===== src/rtl/instr_seq_if.sv =====
// instr_seq_if: sequencer control bus between the MCU datapath and instr_seq
interface instr_seq_if #(
    parameter int SIZE_CNT = 3,
    parameter int OPW = 4
);
    logic Run;
    logic Mem_Ready;
    logic [OPW-1:0] Instr_Op;
    logic Zero_Flag;
    logic [SIZE_CNT:0] Cnt;
    logic PC_Control;
    logic IR_Load;
    logic ALU_En;
    logic Reg_Write;
    logic Busy;
    logic Halted;
    modport master (
        output Run, Mem_Ready, Instr_Op, Zero_Flag,
        input Cnt, PC_Control, IR_Load, ALU_En, Reg_Write, Busy, Halted
    );
    modport slave (
        input Run, Mem_Ready, Instr_Op, Zero_Flag,
        output Cnt, PC_Control, IR_Load, ALU_En, Reg_Write, Busy, Halted
    );
endinterface


===== src/rtl/instr_seq.sv =====
// instr_seq: instruction-cycle sequencer driving PC phase code and per-instruction strobes
module instr_seq #(
    parameter int SIZE_CNT = 3,
    parameter int OPW = 4
) (
    input logic clk,
    input logic rst,
    instr_seq_if.slave bus
);
    localparam logic [OPW-1:0] OP_HALT = '1;
    localparam logic [OPW-1:0] OP_JMP = OP_HALT - 1'b1;
    localparam logic [OPW-1:0] OP_JZ = OP_HALT - 2'd2;
    localparam logic [SIZE_CNT:0] C_FETCH = 0;
    localparam logic [SIZE_CNT:0] C_PCUPD = 1;
    localparam logic [SIZE_CNT:0] C_EXEC = 2;
    localparam logic [SIZE_CNT:0] C_WB = 3;

    typedef enum logic [2:0] {IDLE, FETCH, PCUPD, EXEC, WB, HALT} state_t;

    state_t st, nxt;
    logic [OPW-1:0] op;
    logic z;
    logic alu;

    assign alu = op != '0 && op < OP_JZ;

    always_comb begin
        nxt = st;
        case (st)
            IDLE: nxt = bus.Run ? FETCH : IDLE;
            FETCH: nxt = bus.Mem_Ready ? PCUPD : FETCH;
            PCUPD: nxt = op == OP_HALT ? HALT : EXEC;
            EXEC: nxt = WB;
            WB: nxt = bus.Run ? FETCH : IDLE;
            default: nxt = HALT;
        endcase
    end

    // IDLE and HALT share the all-ones code, so Cnt is a registered decode of the next state
    always_ff @(posedge clk) begin
        if (rst) begin
            st <= IDLE;
            bus.Cnt <= '1;
            bus.Busy <= 1'b0;
            bus.Halted <= 1'b0;
            op <= '0;
            z <= 1'b0;
        end else begin
            st <= nxt;
            bus.Cnt <= nxt == FETCH ? C_FETCH : nxt == PCUPD ? C_PCUPD :
                       nxt == EXEC ? C_EXEC : nxt == WB ? C_WB : '1;
            bus.Busy <= nxt inside {FETCH, PCUPD, EXEC, WB};
            bus.Halted <= nxt == HALT;
            if (st == FETCH && bus.Mem_Ready) op <= bus.Instr_Op;
            if (st == WB && alu) z <= bus.Zero_Flag;
        end
    end

    assign bus.IR_Load = st == FETCH && bus.Mem_Ready;
    assign bus.PC_Control = !(st == PCUPD && (op == OP_JMP || (op == OP_JZ && z)));
    assign bus.ALU_En = st == EXEC && alu;
    assign bus.Reg_Write = st == WB && alu;
endmodule


===== src/flat_wrapper.sv =====
// flat-port wrapper written by rule: the top's interface ports become plain ports
module instr_seq_flat 
#(
    parameter int SIZE_CNT = 3,
    parameter int OPW = 4
)
  (clk, rst, bus_Run, bus_Mem_Ready, bus_Instr_Op, bus_Zero_Flag, bus_Cnt, bus_PC_Control, bus_IR_Load, bus_ALU_En, bus_Reg_Write, bus_Busy, bus_Halted);
  instr_seq_if #(.SIZE_CNT(SIZE_CNT), .OPW(OPW)) bus_i ();
  input logic clk;
  input logic rst;
  input wire logic [$bits(bus_i.Run)-1:0] bus_Run;
  input wire logic [$bits(bus_i.Mem_Ready)-1:0] bus_Mem_Ready;
  input wire logic [$bits(bus_i.Instr_Op)-1:0] bus_Instr_Op;
  input wire logic [$bits(bus_i.Zero_Flag)-1:0] bus_Zero_Flag;
  output wire logic [$bits(bus_i.Cnt)-1:0] bus_Cnt;
  output wire logic [$bits(bus_i.PC_Control)-1:0] bus_PC_Control;
  output wire logic [$bits(bus_i.IR_Load)-1:0] bus_IR_Load;
  output wire logic [$bits(bus_i.ALU_En)-1:0] bus_ALU_En;
  output wire logic [$bits(bus_i.Reg_Write)-1:0] bus_Reg_Write;
  output wire logic [$bits(bus_i.Busy)-1:0] bus_Busy;
  output wire logic [$bits(bus_i.Halted)-1:0] bus_Halted;
  assign bus_i.Run = bus_Run;
  assign bus_i.Mem_Ready = bus_Mem_Ready;
  assign bus_i.Instr_Op = bus_Instr_Op;
  assign bus_i.Zero_Flag = bus_Zero_Flag;
  assign bus_Cnt = bus_i.Cnt;
  assign bus_PC_Control = bus_i.PC_Control;
  assign bus_IR_Load = bus_i.IR_Load;
  assign bus_ALU_En = bus_i.ALU_En;
  assign bus_Reg_Write = bus_i.Reg_Write;
  assign bus_Busy = bus_i.Busy;
  assign bus_Halted = bus_i.Halted;
  instr_seq #(.SIZE_CNT(SIZE_CNT), .OPW(OPW)) u_core (.clk(clk), .rst(rst), .bus(bus_i));
endmodule

===== config.mk =====
export PLATFORM = sky130hd
export DESIGN_NAME = instr_seq_flat
export DESIGN_NICKNAME = d
export VERILOG_FILES = /design/src/rtl/instr_seq_if.sv /design/src/rtl/instr_seq.sv /design/src/flat_wrapper.sv
export SDC_FILE = /design/constraint.sdc
export NUM_CORES = 1
export LEC_CHECK = 0
export ABC_AREA = 1
export BUFFER_PORTS_ARGS = -buffer_cell sky130_fd_sc_hd__buf_2
export CORE_MARGIN = 3
export CORE_UTILIZATION = 30
export DETAILED_ROUTE_END_ITERATION = 10
export PLACE_DENSITY = 0.61
export SLEW_MARGIN = 30
export SYNTH_ARGS = -nofsm -noshare
export SYNTH_HDL_FRONTEND = slang
export SYNTH_SLANG_ARGS = --single-unit

===== constraint.sdc =====
create_clock -name clk -period 1.31 [get_ports clk]
set_input_delay 0.3275 -clock clk [delete_from_list [all_inputs] [get_ports clk]]
set_output_delay 0.3275 -clock clk [all_outputs]
set_load 0.01 [all_outputs]

# ---- Yosys cells after proc, flatten, opt, wreduce, memory -nomap -nowiden
# Index checks and enable logic that the tools add are counted.
dict set report op_classes {
  magnitude_cmp 1
  eq_ne 12
  mux 8
  reduce_logical 12
}
# operator n
set ops {}
lappend ops {{$mux 4} 4}
lappend ops {{$eq 3x2->1 const B} 4}
lappend ops {{$eq 4x4->1 const B} 3}
lappend ops {{$pmux 3 s4} 1}
lappend ops {{$eq 3x3->1 const B} 3}
lappend ops {{$reduce_bool 4->1} 2}
lappend ops {{$eq 3x1->1 const B} 2}
lappend ops {{$logic_and 1x1->1} 6}
lappend ops {{$lt 4x4->1 const B} 1}
lappend ops {{$logic_not 3->1} 1}
lappend ops {{$mux 3} 1}
lappend ops {{$mux 2} 1}
lappend ops {{$reduce_or 2->1} 1}
lappend ops {{$logic_not 1->1} 1}
lappend ops {{$logic_or 1x1->1} 1}
lappend ops {{$mux 1} 1}
dict set report totals {
  regBits 14
  inputBits 9
  out_inout_bits 10
  word_cells 39
}

# ---- Logic depth before layout (Yosys ltp)
dict set report logic_depth {
  ltp_word 8
  depth_mapped 8
}

# ---- Worst setup path before layout
# Ideal clock, no wire load.
dict set report synth_path {
  path_type {register to output}
  startpoint {register u_core.st[0]}
  endpoint {output port bus_ALU_En}
  arrival_ns 0.808
  required_ns 0.983
  slack_ns 0.175
  stages_incl_launch_ff 5
  path_buffers 0
  cell_sequence {dfxtp_1 > inv_2 > nor2_2 > nand2_1 > nor2_1}
}
dict set report synth_between {
  elab_chain_len 2
}
# element line
set synth_rtl {}
lappend synth_rtl {{start, declared} instr_seq.sv:20} ;# state_t st, nxt;
lappend synth_rtl {{start signal, assigned} instr_seq.sv:49} ;# st <= nxt;
lappend synth_rtl {{$eq 3x2->1} instr_seq.sv:61} ;# assign bus.ALU_En = st == EXEC && alu;
lappend synth_rtl {{$logic_and 1x1->1} instr_seq.sv:61}
lappend synth_rtl {{end, declared} flat_wrapper.sv:18} ;# output wire logic [$bits(bus_i.ALU_En)-1:0] bus_ALU_En;
# Every way passes these cells.

# ---- Worst setup path after layout
dict set report layout_path {
  startpoint {register u_core.st[0]}
  endpoint {output port bus_Reg_Write}
}
dict set report layout_between {
  elab_chain_len 2
}
# element line
set layout_rtl {}
lappend layout_rtl {{$eq 3x3->1} instr_seq.sv:62} ;# assign bus.Reg_Write = st == WB && alu;
lappend layout_rtl {{$logic_and 1x1->1} instr_seq.sv:62}
lappend layout_rtl {{end, declared} flat_wrapper.sv:19} ;# output wire logic [$bits(bus_i.Reg_Write)-1:0] bus_Reg_Write;
# Every way passes these cells.

==> impl_metrics.csv <==
group,metric,value,unit
run_status,outcome,"finished with violations",
run_status,violations,"negative setup slack",
power_and_ir_drop,total_leakage_power,0.000411,uW
sta,rsz0062_at_grt,"true",
floorplanning,std_cell_rows,15,
finish,multiInputGateArea,298,sq um
worst_setup_path,r2r_slack,0.08,ns
global_routing,track_usage,11.5,%
worst_setup_path,worst-endpoint-arrival,1.14,ns
worst_setup_path,critical_path_peak_fanout,4,
power_and_ir_drop,swShare,30.5,%
synthesis,synth.ff_latch_count,13,
finish,layout-drive-gt1-share,38.9,%
placed_design,gp_congestion,0.858,
route,drt-pass1-iter-count,7,
route,route.detailed.wl_per_inst,9.39,microns
worst_setup_path,worstPathRequired,0.98,ns
clocking,clk_latency,0.28,ns
flow_run,max_cap_violations,0,
finish,regArea,273,sq um
worst_setup_path,startpoint_type,"flop",
synthesis,ys_seq_area_share,43.2,%
power_and_ir_drop,pwr-share-comb,22.3,%
worst_setup_path,crit_path_category,"reg2out",
worst_setup_path,capture_point_of_the_worst_reg_to_reg_path,"u_core.bus.Cnt[2]",
power_and_ir_drop,power.net_switching,275,uW
placed_design,hpwlAfterDp,962,microns
clocking,cts.clk_slew.worst_paths,0.08,ns
worst_setup_path,regToRegStartpoint,"u_core.st[1]",
sta,worst_slew_pin_slew,0.238,ns
finish,synthToLayoutAreaGrowth,33.6,%
sta,worst_slack,-0.162,ns
clocking,cts_made_buffers,3,
synthesis,syn-instance-count,89,
synthesis,post_synth.cell_area_avg,6.78,sq um
clocking,hold_buffers,0,
route,drt_iter0_drc,15,
hold_path,worstHoldStart,"rst",
placed_design,dpl-instance-area,724,sq um
power_and_ir_drop,worst_ir_drop_vdd,0.000561,V
finish,insertedDiodeCount,0,
clocking,cts_buffer_depth,2,
finish,finalInstanceArea,806,sq um
sta,final-hold-violation-count,0,
finish,number_of_fill_cells,208,
clocking,clock_sinks,13,
hold_path,holdCritPathClass,"in2reg",
synthesis,synth.yosys.warnings,0,
sta,final_max_slew_viol_count,0,
finish,final_nets,123,
synthesis,postSynthNetCount,98,
clocking,tritoncts,"built",
floorplanning,die_w,50.8,microns
floorplanning,placeableCoreArea,1800,sq um
power_and_ir_drop,clock_network_power_share,27.6,%
sta,relSlewSlack,84.1,%
sta,fmax,679,MHz
global_routing,antenna_found_initial,0,
finish,mostFrequentLayoutCells,"sky130_fd_sc_hd__nand2_1 (19), sky130_fd_sc_hd__buf_2 (18), sky130_fd_sc_hd__nor2_1 (16), sky130_fd_sc_hd__inv_1 (10), sky130_fd_sc_hd__dfxtp_1 (9)",
global_routing,grt_start_max_net_pins,9,
hold_path,hold-path-endpoint,"u_core.bus.Halted",
route,drt_drc_violations_left,0,
power_and_ir_drop,p_int,628,uW
floorplanning,floorplan.initialDensity,33.5,%
placed_design,io_buffer_count,18,
worst_setup_path,worst-r2r-cell-count,8,
sta,whs,0.258,ns
power_and_ir_drop,p_total,903,uW
floorplanning,die_area,2580,sq um
floorplanning,ios,19,
worst_setup_path,endpoint_kind,"primary output",
power_and_ir_drop,p_seq_share,50.2,%
route,route.detailed.vias_per_inst,4.26,
synthesis,synthesis.area,603,sq um
global_routing,grt_first_pass_wirelength,2170,microns
clocking,cts.root.buffer_cell,"sky130_fd_sc_hd__clkbuf_4",
sta,final.min_clock_period,1.47,ns
synthesis,yosysUniqueCellTypes,14,
floorplanning,die_height,50.8,microns
route,detail-route-antenna-nets,0,
route,wl,1300,microns
global_routing,vias_in_the_first_global_route,519,
route,num_vias,588,
global_routing,overflow_after_grt,0,
finish,final_common_cell,"sky130_fd_sc_hd__nand2_1",
clocking,cts_htree_levels,1,
hold_path,hold_path_depth,2,
power_and_ir_drop,power_per_cell_area,1120,nW/um^2
sta,total_of_endpoints_with_negative_setup_slack_in_the_final_report,4,
sta,fin_worst_skew,0.000845,ns
placed_design,dp_worst_setup_slack,0.0684,ns
sta,timing.final.crit_share,112,%
[critical path, stage by stage, from the launching register on]
cell and delay [ns]:
sky130_fd_sc_hd__dfxtp_4 0.38, sky130_fd_sc_hd__nor2_4 0.11, sky130_fd_sc_hd__inv_2 0.04, sky130_fd_sc_hd__nor2_1 0.08
sky130_fd_sc_hd__nand3_1 0.09, sky130_fd_sc_hd__inv_1 0.06, sky130_fd_sc_hd__buf_2 0.12
[worst max path at each step]
stage	from	to	slack (ns)	cells past startpoint
final	u_core.st[0]	bus_Reg_Write	-0.16	6
after global routing	u_core.st[0]	bus_Reg_Write	-0.27	6
after CTS	u_core.st[0]	bus_PC_Control	-0.18	5
after detailed placement	u_core.st[1]	bus_Reg_Write	0.07	6
after global placement	u_core.st[0]	bus_Reg_Write	0.1	6
after floorplan	u_core.st[0]	bus_ALU_En	0.17	4
[cells by family (layout without fill, tap and decap cells)]
kind of cell           count (synthesis)  count (layout)  share of synthesized area (%)
flip-flops                            13              13                           43.2
buffers and inverters                 17              41                           11.2
AO/OA/AOI/OAI                          8               8                           7.26
AND/OR/NAND/NOR                       51              51                           38.4
[final cells by class]
cell class | count | share of cell area (%)
Inverter | 16 | 8.07
Clock buffer | 4 | 3.26
Timing Repair Buffer | 21 | 14.0
Tap cell | 25 | 3.88
Sequential cell | 13 | 33.9
Multi-Input combinational cell | 59 | 37.0
[synthesized netlist by cell type, drive strengths merged]
library cell	number	share of area (%)
nor2	21	15
dfxtp	13	43
nand2	21	14
inv	16	10
a21oi	4	3.9
buf	1	1.2
nand4	1	1.0
o21ai	4	3.3
nand3	8	8.7
[stage by stage]
step	setup TNS [ns]	std cells	util, %
after detailed placement	0	132	40.2
after global routing	-1.05	138	44.7
final	-0.586	138	44.7
after floorplan	0	89	-
after CTS	-0.656	138	43.7
after global placement	0	132	40.2
[registers in the layout, indices dropped and copies added, names as in the netlist]
register,flops
u_core.bus.Busy,1
u_core.bus.Cnt,3
u_core.bus.Halted,1
u_core.op,4
u_core.st,3
u_core.z,1
[metal layers]
layer  track usage (%)  up-vias  routed length, microns  part of all wire (%)
li1                  -      319                       -                     -
met4              9.42        0                      19                   1.5
met3              2.62        2                      43                   3.3
met2              16.7       17                     590                    46
met1              14.3      250                     643                    50
met5                 0        -                       0                     0
[repair_timing]
item | CTS | global route
buffers inserted | 2 | 0
setup endpoints to repair | 4 | 5
resized for setup | 9 | 7
hold endpoints to repair | 0 | 0
pin swaps | 2 | 2
[power groups by stage]
stage	Clock (uW)	Sequential [uW]	Combinational, uW
after global routing	283	458	231
final	249	453	201
after floorplan	0	463	122
after global placement	0	455	182
after detailed placement	0	457	183
after CTS	260	451	195
No activity file was read; power rests on OpenSTA's default activity.
